### src/rtl/fifo_param.sv
// fifo_param: parametrised single-clock FIFO with show-ahead read.
//
// Storage is a DEPTH x DATA_WIDTH register array (DEPTH = 2**ADDR_WIDTH).
// Occupancy is held in an explicit count register. Every status flag is
// decoded from that register alone, so push/pop never reach a flag
// combinationally.
//
// Ports:
//   clk          rising-edge system clock
//   rst          synchronous active-high reset, highest priority
//   push         write request; w_data is captured when the push is accepted
//   pop          read request; the head advances when the pop is accepted
//   flush        synchronous clear of contents; error flags are untouched
//   clear_err    clears the sticky overflow/underflow flags
//   w_data       push data
//   r_data       head-of-queue data (show-ahead), 0 while empty
//   full         count == DEPTH
//   empty        count == 0
//   almost_full  count >= AF_LEVEL
//   almost_empty count <= AE_LEVEL
//   count        current occupancy, 0..DEPTH
//   overflow     sticky: a push was rejected because the FIFO was full
//   underflow    sticky: a pop was rejected because the FIFO was empty
module fifo_param #(
    parameter int DATA_WIDTH = 8,
    parameter int ADDR_WIDTH = 4,
    parameter int AF_LEVEL   = 12,
    parameter int AE_LEVEL   = 4
) (
    input  logic                  clk,
    input  logic                  rst,
    input  logic                  push,
    input  logic                  pop,
    input  logic                  flush,
    input  logic                  clear_err,
    input  logic [DATA_WIDTH-1:0] w_data,
    output logic [DATA_WIDTH-1:0] r_data,
    output logic                  full,
    output logic                  empty,
    output logic                  almost_full,
    output logic                  almost_empty,
    output logic [ADDR_WIDTH:0]   count,
    output logic                  overflow,
    output logic                  underflow
);

    localparam int DEPTH = 2 ** ADDR_WIDTH;
    localparam int CW    = ADDR_WIDTH + 1;

    localparam logic [CW-1:0] DEPTH_CNT = CW'(DEPTH);
    localparam logic [CW-1:0] AF_CNT    = CW'(AF_LEVEL);
    localparam logic [CW-1:0] AE_CNT    = CW'(AE_LEVEL);

    logic [DATA_WIDTH-1:0] mem_q [DEPTH];

    logic [ADDR_WIDTH-1:0] wr_ptr_q, wr_ptr_d;
    logic [ADDR_WIDTH-1:0] rd_ptr_q, rd_ptr_d;
    logic [CW-1:0]         count_q, count_d;
    logic                  overflow_q, overflow_d;
    logic                  underflow_q, underflow_d;

    logic push_acc;
    logic pop_acc;
    logic wr_en;

    // Status flags come only from the registered count.
    assign empty        = (count_q == '0);
    assign full         = (count_q == DEPTH_CNT);
    assign almost_full  = (count_q >= AF_CNT);
    assign almost_empty = (count_q <= AE_CNT);
    assign count        = count_q;
    assign overflow     = overflow_q;
    assign underflow    = underflow_q;

    // Show-ahead head data, forced to zero while empty so stale memory never leaks out.
    assign r_data = empty ? '0 : mem_q[rd_ptr_q];

    // Next-state logic. A pop on a full FIFO frees a slot in the same edge,
    // so a simultaneous push is still accepted. Flush overrides push/pop and
    // suppresses error setting, but clear_err still acts during a flush.
    // A new error wins over a coincident clear_err.
    always_comb begin
        pop_acc     = pop && !empty;
        push_acc    = push && (!full || pop_acc);
        wr_en       = 1'b0;
        wr_ptr_d    = wr_ptr_q;
        rd_ptr_d    = rd_ptr_q;
        count_d     = count_q;
        overflow_d  = clear_err ? 1'b0 : overflow_q;
        underflow_d = clear_err ? 1'b0 : underflow_q;

        if (flush) begin
            wr_ptr_d = '0;
            rd_ptr_d = '0;
            count_d  = '0;
        end else begin
            wr_en = push_acc;
            if (push_acc) begin
                wr_ptr_d = wr_ptr_q + ADDR_WIDTH'(1);
            end
            if (pop_acc) begin
                rd_ptr_d = rd_ptr_q + ADDR_WIDTH'(1);
            end
            case ({push_acc, pop_acc})
                2'b10:   count_d = count_q + CW'(1);
                2'b01:   count_d = count_q - CW'(1);
                default: count_d = count_q;
            endcase
            if (push && !push_acc) begin
                overflow_d = 1'b1;
            end
            if (pop && empty) begin
                underflow_d = 1'b1;
            end
        end
    end

    // Control and status registers with synchronous reset.
    always_ff @(posedge clk) begin
        if (rst) begin
            wr_ptr_q    <= '0;
            rd_ptr_q    <= '0;
            count_q     <= '0;
            overflow_q  <= 1'b0;
            underflow_q <= 1'b0;
        end else begin
            wr_ptr_q    <= wr_ptr_d;
            rd_ptr_q    <= rd_ptr_d;
            count_q     <= count_d;
            overflow_q  <= overflow_d;
            underflow_q <= underflow_d;
        end
    end

    // Storage array is deliberately not reset; the empty gating on r_data hides its contents.
    always_ff @(posedge clk) begin
        if (wr_en && !rst) begin
            mem_q[wr_ptr_q] <= w_data;
        end
    end

endmodule

### config.mk
export PLATFORM = sky130hd
export DESIGN_NAME = fifo_param
export DESIGN_NICKNAME = d
export VERILOG_FILES = /design/src/rtl/fifo_param.sv
export SDC_FILE = /design/constraint.sdc
export NUM_CORES = 1
export LEC_CHECK = 0
export ABC_AREA = 1
export CELL_PAD_IN_SITES_DETAIL_PLACEMENT = 0
export CELL_PAD_IN_SITES_GLOBAL_PLACEMENT = 2
export CORE_MARGIN = 2
export CORE_UTILIZATION = 27
export DETAILED_ROUTE_END_ITERATION = 12
export PLACE_DENSITY = 0.63
export SYNTH_ARGS = -nofsm -noshare
export SYNTH_HDL_FRONTEND = slang
export SYNTH_SLANG_ARGS = --single-unit
### constraint.sdc
create_clock -name clk -period 4.6 [get_ports clk]
set_input_delay 0.46 -clock clk [delete_from_list [all_inputs] [get_ports clk]]
set_output_delay 0.46 -clock clk [all_outputs]
set_load 0.02 [all_outputs]
* Word level (Yosys, flattened, before mapping)
Memory sizes are Yosys's and may differ from the RTL's. A register that Yosys moved wholly into a read port is not among the register bits.
Cells that the tools add are included.
** Storage, ports and cells
- Bits in registers :: 15
- RAM bits :: 128
- Memories kept :: 1
- Output and inout bits :: 19
- Latch bits :: 0
- Word-level logic and storage cells :: 41
- Memory bits (read-only) :: 0
** Memories
- mem_q :: words 16, bits a word 8, read ports 1, clocked after memory_dff 1, write ports 1, line 54 : logic [DATA_WIDTH-1:0] mem_q [DEPTH];
** Cells by class
- $mul :: 0
- Muxes and demuxes :: 13
- Magnitude comparators :: 2
- Divide/modulo/power cells :: 0
- Bitwise logic cells :: 0
- Shift-type cells :: 0
- $add $sub $neg :: 4
- Reduce and logical (&&, ||, !) cells :: 13
- Equal/unequal tests :: 3
** Operators by type and width (count)
- case mux 5 bit (2 select lines) :: 1
- 2-to-1 mux 1 bit :: 9
- adder 4 x 1 -> 4 bit (second input constant) :: 2
- 2-to-1 mux 4 bit :: 2
- 2-to-1 mux 8 bit :: 1
- adder 5 x 1 -> 5 bit (second input constant) :: 1
- equality test 5 bit (second input constant) :: 1
- >= comparator 5 x 4 -> 1 bit (second input constant) :: 1
- less-or-equal comparator 5 x 3 -> 1 bit (second input constant) :: 1
- logical AND 1 bit :: 5
- logical NOT 5 bit :: 1
- subtractor 5 x 1 -> 5 bit (second input constant) :: 1
- logical NOT 1 bit :: 4
- equality test 2 x 1 -> 1 bit (second input constant) :: 1
- equality test 2 bit (second input constant) :: 1
- nonzero test 2 bit :: 1
- OR reduction 2 bit :: 1
- logical OR 1 bit :: 1

* Logic depth before layout (Yosys ltp)
Gate-level depths: netlist of run 1.
- Depth in word-level cells :: 9
- Mapped depth :: 15
- Mapped depth without buffers :: 15

* Worst setup path before layout of run 1
Ideal clock, no wire load.
- Kind :: reg-to-reg
- Start point :: reg count_q[1], in the netlist count[1]
- End point :: reg count_q[4], in the netlist count[4]
- Cell stages (with the launch flop) :: 16
- Path buffers :: 0
- Period minus slack after synthesis :: 2078 ps
- Arrival :: 1962 ps
- Slack :: 2522 ps
- Library setup time :: 115 ps
- Required time :: 4485 ps
- Cell sequence :: dfxtp_1 nor2_2 nand3_2 nand2_4 inv_4 nand2_4 inv_1 fa_1 nand2_1 nand2_1 a21oi_1 nand2_1 nand2_1 nand3_1 nand2_1 nor2_1
** On the way
- Word-level cells in the longest chain between the ends :: 7
- Elaborated cells between the ends (all ways) :: 13
- Classes of those cells :: add/sub: 2; eq/ne: 3; mux: 1; reduce/logical: 7
** Ends and longest elaborated chain
- from (decl) :: line 58 : logic [CW-1:0] count_q, count_d;
- from (signal assigned) :: line 129 : count_q <= count_d;
- logical NOT 5 bit :: line 67 : assign empty = (count_q == '0);
- logical NOT 1 bit :: line 83 : pop_acc = pop && !empty;
- logical AND 1 bit :: line 83
- logical OR 1 bit :: line 84 : push_acc = push && (!full || pop_acc);
- logical AND 1 bit :: line 84
- equality test 2 x 1 -> 1 bit or equality test 2 bit (tied branches) :: line 104 : case ({push_acc, pop_acc})
- case mux 5 bit (2 select lines) or nonzero test 2 bit (tied branches)
Several ways; a longest one is shown, not always the timed one.
A chain may end at the register's enable or synchronous reset.

==> flow_summary.toml, run 1 <==
[finish]
nets = 618
nFillCells = 2263
drive_gt1_share_pct = 8.06
diodes = 0
final_util_pct = 32.3
syn2layout_area_growth_pct = 17.4

[yosys]
synth-compound-area-share_pct = 2.63
synth-simple-area-share_pct = 23.0
synthXorXnorAreaFrac_pct = 0.422
synthAdderAreaFrac_pct = 1.93
ys_warn_count = 0
ys_seq_area_share_pct = 67.8
ys_ff_latch = 147
netlist_instances = 566
synth_top_family_by_area = "simple AND/OR/NAND/NOR gates"
syn_nets = 589
syn_area_sq_mm = 0.00623
synth.distinct_cells = 29
yosys-mux-area-fraction_pct = 0
syn_area_per_cell_sq_um = 11.0

[power_and_ir_drop]
p_comb_share_pct = 8.8
powerDensity_mw_per_mm2 = 415
leakage_nw = 2.64
p_int_mw = 2.30
vdd_drop_max_uv = 204
total_power_mw = 3.04
p_clk_share_pct = 42.9
seqPwrFrac_pct = 48.3
switchingPower_mw = 0.740
p_sw_share_pct = 24.4

[detailed_routing]
drt-pass1-iter-count = 4
ant_nets = 0
drc = 0
via_count = 4171
vias_per_cell = 4.67
routed_wl_um = 16700
drt_iter0_drc = 360
wire_per_inst_um = 18.7

[critical_path]
crit_type = "flip-flop to output pin"
required_ps = 4140
cp.arrival_ps = 3150
slowest_stage = "clkdlybuf4s50_1"
cpPeakStageDelay_ps = 640
crit_path_start_kind = "flip-flop"
crit_path_max_fanout = 33
worstSetupEndpointType = "output pin"
r2r_slack_ps = 2270
cp_cell_sequence = "buf_4, inv_1, nand3_1, nand3_1, nand2_1, nand2_1, a21oi_1, clkdlybuf4s50_1"

[placed_design]
portBuffers = 32
gp_congestion = 0.783
hpwl_um = 10900

[timing]
setup_violations = 0
period_share_pct = 78.5
timing.fmax_ghz = 0.277
slew_viol_final = 0
worstMarginPinSlew_ps = 1170
rsz0062_at_grt = "no"
skew_ps = 10.9
slew_headroom_pct = 22.2
hold_ws_ps = 497
tns_ps = 0
hold_violations = 0
period_minus_slack_ps = 3610

[global_route]
grt_pass1_wl_um = 25300
grt_usage_pct = 14.4
antenna_found_initial = 0
grt_overflow = 0
grt_max_degree = 65
grt_pass1_vias = 4096

[cts]
cts_sinks = 147
clk_pin_slew_worst_paths_ps = 60
cts_resized = 0
clock_path_buffers = 2
cts_tree = "yes"
htreeDepth = 4
numCtsBuffers = 17
clk_latency_ps = 420
post_cts_buffers = 0
root_buffer = "clkbuf_16"
cts_hold_buffers = 0

[flow_run]
cap_violations = 0

[status]
outcome = "finished clean"

[floorplan]
start_util_pct = 27.5
fp.dieH_um = 156
core-area_sq_mm = 0.0226
ios = 33
die-area_sq_mm = 0.0243
rows = 55
die_x_um = 156

[min_path]
holdCritPathClass = "flip-flop to flip-flop"
[worst max-delay path, delay by kind of cell, from the launching register on]
| kind | cells | cell delay, ps |
|---|---|---|
| AND/OR/NAND/NOR | 4 | 640 |
| buffers and inverters | 3 | 1580 |
| AO/OA/AOI/OAI | 1 | 190 |
| flip-flops | 1 | 300 |
[power by group through the flow]
| stage | sequential [mW] | clock [mW] | combinational, mW |
|---|---|---|---|
| after floorplan | 1.50 | 0 | 0.151 |
| after global placement | 1.50 | 0 | 0.272 |
| after detailed placement | 1.50 | 0 | 0.272 |
| after CTS | 1.47 | 1.33 | 0.273 |
| after global routing | 1.47 | 1.38 | 0.298 |
| final | 1.47 | 1.30 | 0.268 |
[cells in the final DEF, fill, tap and decap left out, drive strengths merged]
master,instances
nand2,185
edfxtp,128
nand3,111
clkdlybuf4s50,32
nor2,32
inv,28
clkbuf,21
dfxtp,19
a21oi,18
o21ai,8
ha,8
clkinv,6
xor2,3
buf,3
o31ai,2
a211oi,1
nand4,1
fa,1
clkinvlp,1
[layer usage]
| metal | GRT usage, % | vias up | part of all wire, % |
|---|---|---|---|
| li1 | - | 2007 | - |
| met1 | 20.2 | 2051 | 49 |
| met4 | 3.23 | 0 | 0.68 |
| met5 | 0 | - | 0 |
| met3 | 3.50 | 8 | 4.2 |
| met2 | 22.5 | 105 | 46 |
[synthesized netlist by cell type, drive strengths merged]
library cell	count	share of area [%]
nand2	185	12
edfxtp	128	62
nand3	111	9.3
nor2	32	2.0
inv	22	1.4
buf	21	2.3
dfxtp	19	6.1
a21oi	18	1.6
ha	8	1.6
o21ai	8	0.64
clkbuf	4	0.40
xor2	3	0.42
clkinv	2	0.14
o31ai	2	0.24
a211oi	1	0.12
fa	1	0.32
nand4	1	0.10
[flip-flops by register name, indices dropped and copies added (netlist names), named ones only]
register and cells:
mem_q 128, count 5, rd_ptr_q 4, wr_ptr_q 4, overflow 1, underflow 1
[cell type report]
class | instances | area (sq um) | area share (%)
multi-input combinational | 370 | 1740 | 23.8
inverter | 24 | 93.8 | 1.28
clock buffer | 21 | 482 | 6.59
tap | 285 | 357 | 4.88
timing repair buffer | 35 | 343 | 4.69
sequential | 147 | 4230 | 57.8
clock inverter | 11 | 72.6 | 0.992
[through the flow]
step	worst slack [ps]	instance area, sq um	instances
after floorplan	2520	6230	566
after global placement	1420	6760	861
after detailed placement	1400	6760	861
after CTS	948	7310	893
after global routing	763	7310	893
final	989	7310	893
[cell families (layout without fill, tap and decap cells)]
logic type	count (synthesis)	count (layout)
AO/OA/AOI/OAI	29	29
adder cells (fa/ha/maj)	9	9
AND/OR/NAND/NOR	329	329
buffers and inverters	49	91
flip-flops	147	147
XOR/XNOR	3	3
[worst paths after layout]
path	start	cells after the start	end
worst min register to register	rd_ptr_q[2]	2	flip-flop
worst max register to register	count[0]	6	mem_q[10][3]
worst min-delay path	rd_ptr_q[2]	2	flip-flop
worst max-delay path	flip-flop	8	r_data[4]
Note: power is estimated with default switching activity, not from simulation.
==> run 2, diff against run 1 <==
Clock period 4.6 ns to 3.4 ns, I/O delays scaled along.
==> run 2 against run 1 <==
Against the previous run: hold slack worse by 5.1 ps; setup slack worse by 710 ps; total power up 35%; clock-buffer cell count down 1; first-iteration DRC count down 29%; largest cell class unchanged; largest power group unchanged.
==> flow_summary.toml, run 2 (synthesis results as in run 1) <==
[cts]
cts_hold_buffers = 0
cts_resized = 0
cts_sinks = 147
htreeDepth = 4
cts_tree = "yes"
post_cts_buffers = 0
numCtsBuffers = 17
clk_latency_ps = 430
clock_path_buffers = 2
clk_pin_slew_worst_paths_ps = 60
root_buffer = "clkbuf_16"

[critical_path]
rr_endpoint = "count[4]"
r2r_cells = 15
r2r_slack_ps = 1130
crit_type = "flip-flop to output pin"
required_ps = 3060
cp.arrival_ps = 2780
crit_path_start_kind = "flip-flop"
reg2reg_from = "count[1]"
crit_path_max_fanout = 47
worstSetupEndpointType = "output pin"

[finish]
layout_common_cells = "nand2_1, edfxtp_1, nand3_1, clkdlybuf4s50_1, nor2_1"
regMostFlops = "mem_q"
layout.cells.non_filler = 912
diodes = 0
largest_reg_flops = 128
nets = 639
final_common_cell = "nand2_1"
syn2layout_area_growth_pct = 20.0
drive_gt1_share_pct = 10.4
nFillCells = 2276
largestRegisters = "mem_q x128, count x5"

[min_path]
hp-start = "rd_ptr_q[2]"
hold_path_depth = 2
holdCritPathClass = "flip-flop to flip-flop"
min_delay_worst_endpoint = "rd_ptr_q[2]"

[power_and_ir_drop]
powerDensity_mw_per_mm2 = 549
leakage_nw = 2.74
vdd_drop_max_uv = 311

[floorplan]
core-area_sq_mm = 0.0226
die_x_um = 156
fp.dieH_um = 156
die-area_sq_mm = 0.0243
ios = 33
rows = 55
start_util_pct = 27.5

[timing]
worstMarginPinSlew_ps = 931
tns_ps = 0
setup_ws_ps = 275
timing.fmax_ghz = 0.320
period_share_pct = 91.9
slew_viol_final = 0
period_minus_slack_ps = 3120
setup_violations = 0
hold_violations = 0
rsz0062_at_grt = "no"
skew_ps = 12.2
slew_headroom_pct = 37.9

[detailed_routing]
drc = 0
wire_per_inst_um = 16.7
drt-pass1-iter-count = 4
routed_wl_um = 15200
ant_nets = 0
drt_iter0_drc = 255
via_count = 4161
vias_per_cell = 4.56

[placed_design]
post-place-cells = 882
portBuffers = 32
hpwl_um = 9930
gp_congestion = 0.748
pre_cts_ws_ps = 707

[global_route]
grt_pass1_wl_um = 23800
grt_usage_pct = 13.2
grt_max_degree = 48
antenna_found_initial = 0
grt_pass1_vias = 4078
grt_overflow = 0

[status]
outcome = "finished clean"

[flow_run]
cap_violations = 0
-- run 2: worst max-delay path, stage by stage, from the launching register on --
cell	delay (ps)
dfxtp_2	330
buf_4	460
buf_4	330
nand2_1	70
nand3_1	80
nand3_1	70
nand2_1	80
nand2_1	60
a21oi_1	220
clkdlybuf4s50_1	650
-- run 2: layout make-up --
type / instances / area, sq um / share of cell area, %
clock buffer: 20 / 437 / 5.84
clock inverter: 10 / 111 / 1.49
inverter: 24 / 93.8 / 1.25
multi-input combinational: 370 / 1740 / 23.3
sequential: 147 / 4230 / 56.5
tap: 285 / 357 / 4.77
timing repair buffer: 56 / 513 / 6.86
-- run 2: layer usage --
layer	global-route usage (%)	up-vias	share of wire [%]
met2	20.5	74	46
met3	3.17	15	3.8
met5	0	-	0
li1	-	2045	-
met4	4.33	0	1.5
met1	18.3	2027	48
-- run 2: stage by stage --
| stage | hold slack [ps] | utilization (%) | area [sq um] | power [mW] |
|---|---|---|---|---|
| global route | 517 | 33.0 | 7480 | 4.26 |
| floorplan | 439 | - | 6230 | 2.23 |
| finish | 492 | 33.0 | 7480 | 4.11 |
| detailed placement | 473 | 30.6 | 6930 | 2.39 |
| global placement | 470 | 30.6 | 6930 | 2.38 |
| CTS | 490 | 33.0 | 7480 | 4.15 |
-- run 2: where the power goes --
| part | total, mW | leakage, nW | switching, mW | internal (mW) |
|---|---|---|---|---|
| sequential | 1.99 | 1.31 | 0.0125 | 1.97 |
| combinational | 0.354 | 1.17 | 0.230 | 0.124 |
| clock | 1.76 | 0.265 | 0.698 | 1.07 |
| total | 4.11 | 2.74 | 0.941 | 3.16 |
-- run 2: how the worst max path moves through the flow --
stage,to,cells past startpoint,start,slack [ps]
2_1_floorplan,count[4],15,count[1],1320
6_report,r_data[5],9,flip-flop,280
5_1_grt,r_data[5],9,flip-flop,70
3_5_place_dp,r_data[5],9,flip-flop,710
4_1_cts,r_data[5],9,flip-flop,250
3_3_place_gp,r_data[4],8,flip-flop,700
==> run 3, diff against run 2 <==
Settings changed: CTS_BUF_LIST set to sky130_fd_sc_hd__clkbuf_16.
==> run 3 against run 2 <==
Against the previous run: sequential cell count is the same; core utilization stayed put; global-route usage stayed put; clock power barely moved; combinational power barely moved.
==> flow_summary.toml, run 3 (synthesis results as in run 1) <==
[status]
outcome = "finished clean"

[finish]
layout_common_cells = "nand2_1, edfxtp_1, nand3_1, clkdlybuf4s50_1, nor2_1"
largest_reg_flops = 128
final_util_pct = 33.0
nets = 639
regMostFlops = "mem_q"
diodes = 0
syn2layout_area_growth_pct = 20.0
multi_input_area_sq_mm = 0.00174
layout.cells.non_filler = 912
final_common_cell = "nand2_1"
nFillCells = 2276
largestRegisters = "mem_q x128, count x5"
drive_gt1_share_pct = 10.4
regArea_sq_mm = 0.00423

[detailed_routing]
drt-pass1-iter-count = 4
dr_wl_met2_um = 7000
via_count = 4155
met3WireLength_um = 638
vias_per_cell = 4.56
wirelength_met1_um = 7350
ant_nets = 0
drt_iter0_drc = 259
drc = 0
routed_wl_um = 15200
top_layer_used = "met4"
wire_per_inst_um = 16.7

[placed_design]
hpwl_um = 9930
portBuffers = 32
post-place-cells = 882
gp_congestion = 0.748

[critical_path]
reg2reg_from = "count[1]"
required_ps = 3060
crit_type = "flip-flop to output pin"
cp.arrival_ps = 2790
r2r_slack_ps = 1140
worstSetupEndpointType = "output pin"
crit_path_max_fanout = 47
setup.worst_path.end = "r_data[5]"
rr_endpoint = "count[4]"
crit_path_start_kind = "flip-flop"
r2r_cells = 15

[floorplan]
die-area_sq_mm = 0.0243
die_x_um = 156
rows = 55
ios = 33
core-area_sq_mm = 0.0226
fp.dieH_um = 156
start_util_pct = 27.5

[global_route]
grt_pass1_wl_um = 23800
grt_max_degree = 48
grt_overflow = 0
grt_pass1_vias = 4078
antenna_found_initial = 0
grt_usage_pct = 13.2

[timing]
timing.fmax_ghz = 0.320
period_minus_slack_ps = 3130
skew_ps = 11.6
rsz0062_at_grt = "no"
setup_violations = 0
slew_headroom_pct = 38.1
tns_ps = 0
hold_ws_ps = 492
slew_viol_final = 0
worstMarginPinSlew_ps = 927
period_share_pct = 91.9
hold_violations = 0

[cts]
cts_tree = "yes"
root_buffer = "clkbuf_16"
post_cts_buffers = 0
clock_path_buffers = 2
cts_hold_buffers = 0
cts_resized = 0
clk_latency_ps = 430
numCtsBuffers = 17
htreeDepth = 4
clk_pin_slew_worst_paths_ps = 60
cts_sinks = 147

[power_and_ir_drop]
total_power_mw = 4.10
vdd_drop_max_uv = 311
leakage_nw = 2.76
powerDensity_mw_per_mm2 = 548

[min_path]
holdCritPathClass = "flip-flop to flip-flop"

[flow_run]
cap_violations = 0
## run 3: cell count changes in the layout (fill, tap and decap cells not counted), sizes merged
cell,delta
inv,+3
clkbuf,-3
## run 3: worst min-delay path by stage
stage | startpoint | endpoint | slack [ps] | cells after the start
floorplan | w_data[0] | mem_q[0][0] | 440 | 0
global placement | rd_ptr_q[2] | rd_ptr_q[2] | 470 | 2
detailed placement | rd_ptr_q[2] | rd_ptr_q[2] | 470 | 2
CTS | rd_ptr_q[2] | rd_ptr_q[2] | 490 | 2
global route | rd_ptr_q[2] | rd_ptr_q[2] | 520 | 2
finish | rd_ptr_q[2] | rd_ptr_q[2] | 490 | 2
## run 3: layout make-up
| cell class | instances | share of cell area (%) |
|---|---|---|
| repair buffers | 56 | 6.86 |
| well taps | 285 | 4.77 |
| flip-flops and latches | 147 | 56.5 |
| multi-input cells | 370 | 23.3 |
| inverters | 24 | 1.25 |
| clock inverters | 13 | 1.64 |
| clock buffers | 17 | 5.69 |
## run 3: routing by layer
layer  vias to the layer above  global-route usage (%)
li1                       2048                       -
met1                      2008                    18.3
met2                        84                    20.5
met3                        15                    3.17
met4                         0                    4.33
met5                         -                       0
## run 3: metrics by stage
step | setup slack, ps | instance area (sq um)
2_1_floorplan | 1320 | 6230
3_3_place_gp | 701 | 6930
3_5_place_dp | 707 | 6930
4_1_cts | 245 | 7480
5_1_grt | 68.2 | 7480
6_report | 274 | 7480
## run 3: report_power, final
part           switching [mW]  internal, mW  leakage (nW)
registers              0.0125          1.97          1.31
logic                   0.230         0.124          1.17
clock network           0.703          1.06         0.278
total                   0.945          3.16          2.76
## run 3: worst max-delay path, stage by stage (launching register included)
cell and delay (ps):
dfxtp_2 330, buf_4 460, buf_4 330, nand2_1 70
nand3_1 80, nand3_1 70, nand2_1 80, nand2_1 60
a21oi_1 220, clkdlybuf4s50_1 650
